**config.mk**
```make
export PLATFORM = sky130hd
export DESIGN_NAME = hazard_ctrl
export DESIGN_NICKNAME = d
export VERILOG_FILES = /design/src/rtl/hazard_ctrl.sv
export SDC_FILE = /design/constraint.sdc
export NUM_CORES = 1
export LEC_CHECK = 0
export BUFFER_PORTS_ARGS = -buffer_cell sky130_fd_sc_hd__buf_2
export CORE_MARGIN = 2
export CORE_UTILIZATION = 31
export DETAILED_ROUTE_END_ITERATION = 10
export SLEW_MARGIN = 15
export SYNTH_ARGS = -nofsm -noshare
export SYNTH_HDL_FRONTEND = slang
export SYNTH_SLANG_ARGS = --single-unit
```
**constraint.sdc**
```tcl
create_clock -name clk -period 2.6 [get_ports clk]
set_input_delay 0 -clock clk [delete_from_list [all_inputs] [get_ports clk]]
set_output_delay 0 -clock clk [all_outputs]
set_load 0.05 [all_outputs]
```
**src/rtl/hazard_ctrl.sv**
```systemverilog
// rtl/hazard_ctrl.sv - pipeline sequencer: forwarding selects, bubbles, flushes, memory-stall freeze
// Two-state RUN/STALL control with latched early memory completions and saturating perf counters.
module hazard_ctrl #(
  parameter int CNT_W = 32
) (
  input  logic             clk,
  input  logic             rst,
  input  logic [4:0]       id_rs1,
  input  logic [4:0]       id_rs2,
  input  logic             id_use_rs1,
  input  logic             id_use_rs2,
  input  logic [4:0]       ex_rs1,
  input  logic [4:0]       ex_rs2,
  input  logic [4:0]       ex_rd,
  input  logic             ex_regwrite,
  input  logic             ex_is_load,
  input  logic             ex_br_taken,
  input  logic [4:0]       mem_rd,
  input  logic             mem_regwrite,
  input  logic [4:0]       wb_rd,
  input  logic             wb_regwrite,
  input  logic             imem_read,
  input  logic             imem_resp,
  input  logic             dmem_req,
  input  logic             dmem_resp,
  output logic [1:0]       fwd1_sel,
  output logic [1:0]       fwd2_sel,
  output logic             ctrl_sel,
  output logic             load_pc,
  output logic             load_if_id,
  output logic             load_id_ex,
  output logic             load_ex_mem,
  output logic             load_mem_wb,
  output logic             flush_if_id,
  output logic             flush_id_ex,
  output logic [CNT_W-1:0] perf_stall,
  output logic [CNT_W-1:0] perf_bubble,
  output logic [CNT_W-1:0] perf_flush
);

  typedef enum logic {RUN, STALL} state_t;

  state_t state, state_nxt;
  logic   i_done, d_done;
  logic   i_ok, d_ok, mem_ok;
  logic   load_use;
  logic   advance;

  assign i_ok   = ~imem_read | imem_resp | i_done;
  assign d_ok   = ~dmem_req | dmem_resp | d_done;
  assign mem_ok = i_ok & d_ok;

  assign load_use = ex_is_load & ex_regwrite & (ex_rd != 5'd0) &
                    ((id_use_rs1 & (id_rs1 == ex_rd)) | (id_use_rs2 & (id_rs2 == ex_rd)));

  // EX/MEM is the younger result, so it wins over MEM/WB; x0 is hardwired zero.
  function automatic logic [1:0] fwd_src(input logic [4:0] src);
    if (src == 5'd0)                          return 2'b00;
    else if (mem_regwrite && (mem_rd == src)) return 2'b10;
    else if (wb_regwrite && (wb_rd == src))   return 2'b01;
    else                                      return 2'b00;
  endfunction

  always_comb begin
    state_nxt   = state;
    advance     = 1'b0;
    fwd1_sel    = 2'b00;
    fwd2_sel    = 2'b00;
    ctrl_sel    = 1'b1;
    load_pc     = 1'b0;
    load_if_id  = 1'b0;
    load_id_ex  = 1'b0;
    load_ex_mem = 1'b0;
    load_mem_wb = 1'b0;
    flush_if_id = 1'b0;
    flush_id_ex = 1'b0;
    if (!rst) begin
      state_nxt   = RUN;
      ctrl_sel    = 1'b0;
      flush_if_id = 1'b1;
      flush_id_ex = 1'b1;
    end else begin
      fwd1_sel = fwd_src(ex_rs1);
      fwd2_sel = fwd_src(ex_rs2);
      case (state)
        RUN: begin
          if (mem_ok) advance = 1'b1;
          else        state_nxt = STALL;
        end
        STALL: begin
          if (mem_ok) begin
            advance   = 1'b1;
            state_nxt = RUN;
          end
        end
        default: state_nxt = RUN;
      endcase
      if (advance) begin
        load_id_ex  = 1'b1;
        load_ex_mem = 1'b1;
        load_mem_wb = 1'b1;
        if (ex_br_taken) begin
          load_pc     = 1'b1;
          load_if_id  = 1'b1;
          flush_if_id = 1'b1;
          flush_id_ex = 1'b1;
        end else if (load_use) begin
          ctrl_sel = 1'b0;
        end else begin
          load_pc    = 1'b1;
          load_if_id = 1'b1;
        end
      end
    end
  end

  // Completions seen on any frozen cycle are remembered until the pipe finally advances.
  always_ff @(posedge clk) begin
    if (!rst) begin
      state       <= RUN;
      i_done      <= 1'b0;
      d_done      <= 1'b0;
      perf_stall  <= '0;
      perf_bubble <= '0;
      perf_flush  <= '0;
    end else begin
      state <= state_nxt;
      if (advance) begin
        i_done <= 1'b0;
        d_done <= 1'b0;
      end else begin
        if (imem_resp) i_done <= 1'b1;
        if (dmem_resp) d_done <= 1'b1;
      end
      if (!advance && (perf_stall != '1))
        perf_stall <= perf_stall + CNT_W'(1);
      if (advance && !ex_br_taken && load_use && (perf_bubble != '1))
        perf_bubble <= perf_bubble + CNT_W'(1);
      if (advance && ex_br_taken && (perf_flush != '1))
        perf_flush <= perf_flush + CNT_W'(1);
    end
  end

endmodule

```
Yosys cells after proc, flatten, opt, wreduce, memory -nomap -nowiden
Index checks and enable logic that the tools add are counted.

word-level totals
  bits in registers = 98

operators by class
  eq/ne operators = 9
  bitwise gates (word level) = 14
  add/subtract/negate cells = 3
  reduce and logical (&&, ||, !) cells = 16
  muxes and demuxes = 22

operator list
  cell                                           count
  adder 32 x 1 -> 32 bit, second input constant  3
  != test 32 bit, second input constant          3
  equality test 5 bit                            6
  2-to-1 mux 1 bit                               16
  2-to-1 mux 2 bit                               6
  logical AND 1 bit                              10
  zero test 5 bit                                2
  AND 1 bit                                      6
  OR 1 bit                                       5
  nonzero test 5 bit                             1
  NOT 1 bit                                      3
  zero test 1 bit                                2
  OR reduction 2 bit                             1

Depth between registers and ports, before layout
  depth in word-level cells = 10
  mapped depth = 8
  depth with buffers taken out = 7

Worst setup path before layout
No wires, ideal clock.

  path kind = register to register
  start point = register perf_bubble[4]
  end point = register perf_bubble[24]
  path buffers = 0
  arrival time = 2.272 ns
  setup slack = 0.258 ns
  stages on the path, launching flop included = 7
  cell sequence = dfxtp_1 > nand4_2 > or4_4 > nor2_4 > nand4_4 > or3_1 > a21boi_1

on the way
  longest elaborated chain between the ends = 2
  elaborated cells on any way between the ends = 3
  classes of those cells = 1 x add/sub; 1 x eq/ne; 1 x reduce/logical

ends and longest elaborated chain
  item                                                                            line  RTL
  start: declaration                                                              37    output logic [CNT_W-1:0] perf_bubble,
  start signal: assignment                                                        138   perf_bubble <= perf_bubble + CNT_W'(1);
  parallel branches: the longest is 2 deep, another holds adder 32 x 1 -> 32 bit  -

Several ways; the timed one is not identified.
A chain may end at the register's enable or synchronous reset.

Worst setup path after layout
  start point = register d_done
  end point = register perf_bubble[11]

on the way
  longest elaborated chain between the ends = 8

ends and longest elaborated chain
  item                            line    RTL
  start: declaration              44      logic i_done, d_done;
  start signal: assignment        122     d_done <= 1'b0;
  start signal: assignment        130     d_done <= 1'b0;
  start signal: assignment        133     if (dmem_resp) d_done <= 1'b1;
  OR 1 bit                        50      assign d_ok = ~dmem_req | dmem_resp | d_done;
  AND 1 bit                       51      assign mem_ok = i_ok & d_ok;
  2-to-1 mux 1 bit                87, 91
  2-to-1 mux 1 bit (2 in a row)   77      if (!rst) begin
  logical AND 1 bit (3 in a row)  137     if (advance && !ex_br_taken && load_use && (perf_bubble != '1))

Every way passes these cells. The select of a mux whose other input is x is not followed.

==> summary.txt <==
Setup slack after layout = 0.260 ns
Crit-path slowest cell = or4_1
Antenna viol nets, final = 0
Max-Slew Margin vs Limit = 42.7%
Seq/Total Area, Yosys = 35.9%
DRC Markers = 0
CTS Sinks = 98
Layout cells sized above 1 = 24.7%
Initial Util = 31.7%
Number of buffers and inverters on the critical path = 0
TNS Setup = 0 ns
Num ports = 156
Final slew viol count = 0
Sw frac = 24.2%
Final Skew = 0.00833 ns
Hold_buf cts = 2
Ys async rst share = 0%
H-tree depth = 3
Die Y = 137 µm
Vias in the first global route = 4,696
Via density = 5.06
Total number of vias = 5,108
Synth-to-Final Area Change = 24.2%
Fin crit period = 2.34 ns
Sequential share of power = 48.0%
Synthesized cell area = 5460 µm²
Static leakage = 0.00274 µW
Clock slew at reported path FFs = 0.07 ns
Setup crit end = perf_bubble[11]
CP startpoint kind = flip-flop
Syn Inst Count = 630
Internal power = 2410 µW
Largest net degree at the start of global routing = 100
Tcrit/Tclk final = 90.0%
End of the worst register-to-register path = perf_bubble[11]
Total GRT Usage = 15.0%
Reg2Reg Launch Point = d_done
Routed Wire Length = 14.1 mm
Inserted Diodes = 0
RSZ-0062 raised after global routing = no
Syn_nets = 681
Distinct cells, synth = 56
Crit Path Category = reg2reg
CTS root buffer = clkbuf_16
Net Switching = 768 µW
Maxcap violations = 0
Max FO, Critical Path = 13
Site row count = 48
Setup slack, reg-to-reg = 0.26 ns
FF+latch count, synth = 98
Clock Power Share = 43.5%
CP Depth = 6
Worst-case clock buffer depth = 2
CP required = 2.88 ns
Post-CTS Setup Bufs = 0
Status = finished clean
EDFF count, synth = 0
DR iter-0 viols = 305
CTS Buf Count = 9
Worst slew pin tran = 0.859 ns
PostCTS Resize Cnt = 0
Pwr dens = 468 nW/µm²
Avg Inst Size Synth = 8.67 µm²
Pwr Total = 3180 µW
Fin nets = 831
Most common cell after layout, fill and taps aside = buf_2
CP delay by family, top = simple AND/OR/NAND/NOR gates
Peak VDD IR = 0.307 mV
Worst-path cell chain = or3b_2 -> nand3_2 -> nor2_2 -> nand4_1 -> or4_1 -> a21boi_1
CTS tree = built
Synth Flop Type = dfxtp_1
Max stage delay on crit path = 0.62 ns
TritonRoute pass-1 iters = 4
Total gr overflow = 0
# setup viols final = 0
DIE AREA = 18,700 µm²
Most frequent cells in the layout = buf_2, dfxtp_1, xnor2_1, and2_1, nand2_1
Die X = 137 µm
Initial antenna violation count = 0
Fmax = 427 MHz
DP HPWL = 10.4 mm
Crit. Startpoint = d_done
Pre-CTS setup slack = 0.280 ns
Per-cell routed wire length = 14.0 µm
RePlAce Congestion = 0.798
Combinational Power Share = 8.5%
Core box area = 17,200 µm²
Worst Hold Class = in2reg
Nature of the critical path endpoint = flip-flop
Filler cells = 1,746
Synth warnings = 0
PortBufs = 155
Hold Vio Cnt, Final = 0
First-pass GRT wire length = 22.7 mm
CP arrival = 2.62 ns
R2r worst-path depth = 6
Worst-Skew Late Latency = 0.34 ns
-- cell usage after synthesis (8+ instances only) --
master | count | area (µm²)
dfxtp_1 | 98 | 1960
xnor2_1 | 62 | 543
and2_1 | 61 | 382
nand2_1 | 50 | 188
nand4_1 | 47 | 294
nand3_1 | 38 | 190
o21ai_0 | 22 | 110
or3_1 | 19 | 119
xor2_1 | 18 | 158
clkbuf_1 | 17 | 63.8
nor4_1 | 17 | 106
nor2_1 | 16 | 60.1
a21boi_0 | 15 | 113
and4_1 | 15 | 131
and3_1 | 13 | 81.3
nor3_1 | 11 | 55.1
mux2i_1 | 10 | 100
nand2b_1 | 10 | 62.6
or4_1 | 8 | 60.1
-- flip-flops by register name, indices dropped and copies added (netlist names) --
name / count
perf_bubble: 32
d_done: 1
perf_flush: 32
i_done: 1
perf_stall: 32
-- power by group through the flow --
stage          clock network (µW)  logic [µW]  registers [µW]
2_1_floorplan                   0         153            1590
3_3_place_gp                    0         271            1560
3_5_place_dp                    0         272            1560
4_1_cts                      1430         275            1520
5_1_grt                      1480         295            1520
6_report                     1380         271            1520
-- per-stage QoR --
| step | instances | hold WS [ns] | utilization (%) | area, µm² |
|---|---|---|---|---|
| final | 1010 | 0.0912 | 39.4 | 6790 |
| after global routing | 1010 | 0.0994 | 39.4 | 6790 |
| after CTS | 1010 | 0.0840 | 39.4 | 6790 |
| after detailed placement | 992 | 0.248 | 37.5 | 6460 |
| after global placement | 992 | 0.242 | 37.5 | 6460 |
| after floorplan | 630 | 0.129 | - | 5460 |
-- worst min-delay path, stage by stage --
cell	delay (ns)
buf_2	0.22
nand2_1	0.13
nor2_1	0.04
-- routing by layer --
metal | part of all wire [%] | track usage [%] | vias to the layer above | wire length [µm]
met5 | 0 | 0 | - | 0
met2 | 45 | 24.3 | 143 | 6380
li1 | - | - | 2598 | -
met3 | 6.6 | 3.85 | 7 | 932
met1 | 47 | 19.8 | 2360 | 6680
met4 | 0.84 | 3.82 | 0 | 118
-- cells by family after synthesis --
| group | Yosys count | synth area share, % |
|---|---|---|
| mux | 10 | 1.83 |
| fa+ha+maj | 3 | 0.687 |
| flops | 98 | 35.9 |
| buf+inv | 34 | 2.73 |
| simple gates | 334 | 36.8 |
| compound gates | 71 | 9.23 |
| xor+xnor | 80 | 12.8 |
-- cell type report --
| class | count | area [µm²] | share of cell area [%] |
|---|---|---|---|
| tap | 225 | 282 | 4.15 |
| sequential | 98 | 1960 | 28.9 |
| timing repair buffer | 165 | 856 | 12.6 |
| inverter | 8 | 30.0 | 0.442 |
| multi-input combinational | 498 | 3350 | 49.4 |
| clock buffer | 12 | 256 | 3.78 |
| clock inverter | 4 | 48.8 | 0.719 |
-- how the worst min path moves through the flow --
stage,startpoint,end,cells after the start
final,rst,i_done,3
after global routing,rst,d_done,3
after CTS,rst,i_done,3
after detailed placement,imem_resp,i_done,3
after global placement,imem_resp,i_done,3
after floorplan,dmem_resp,d_done,2
No activity file was read; power rests on OpenSTA's default activity.
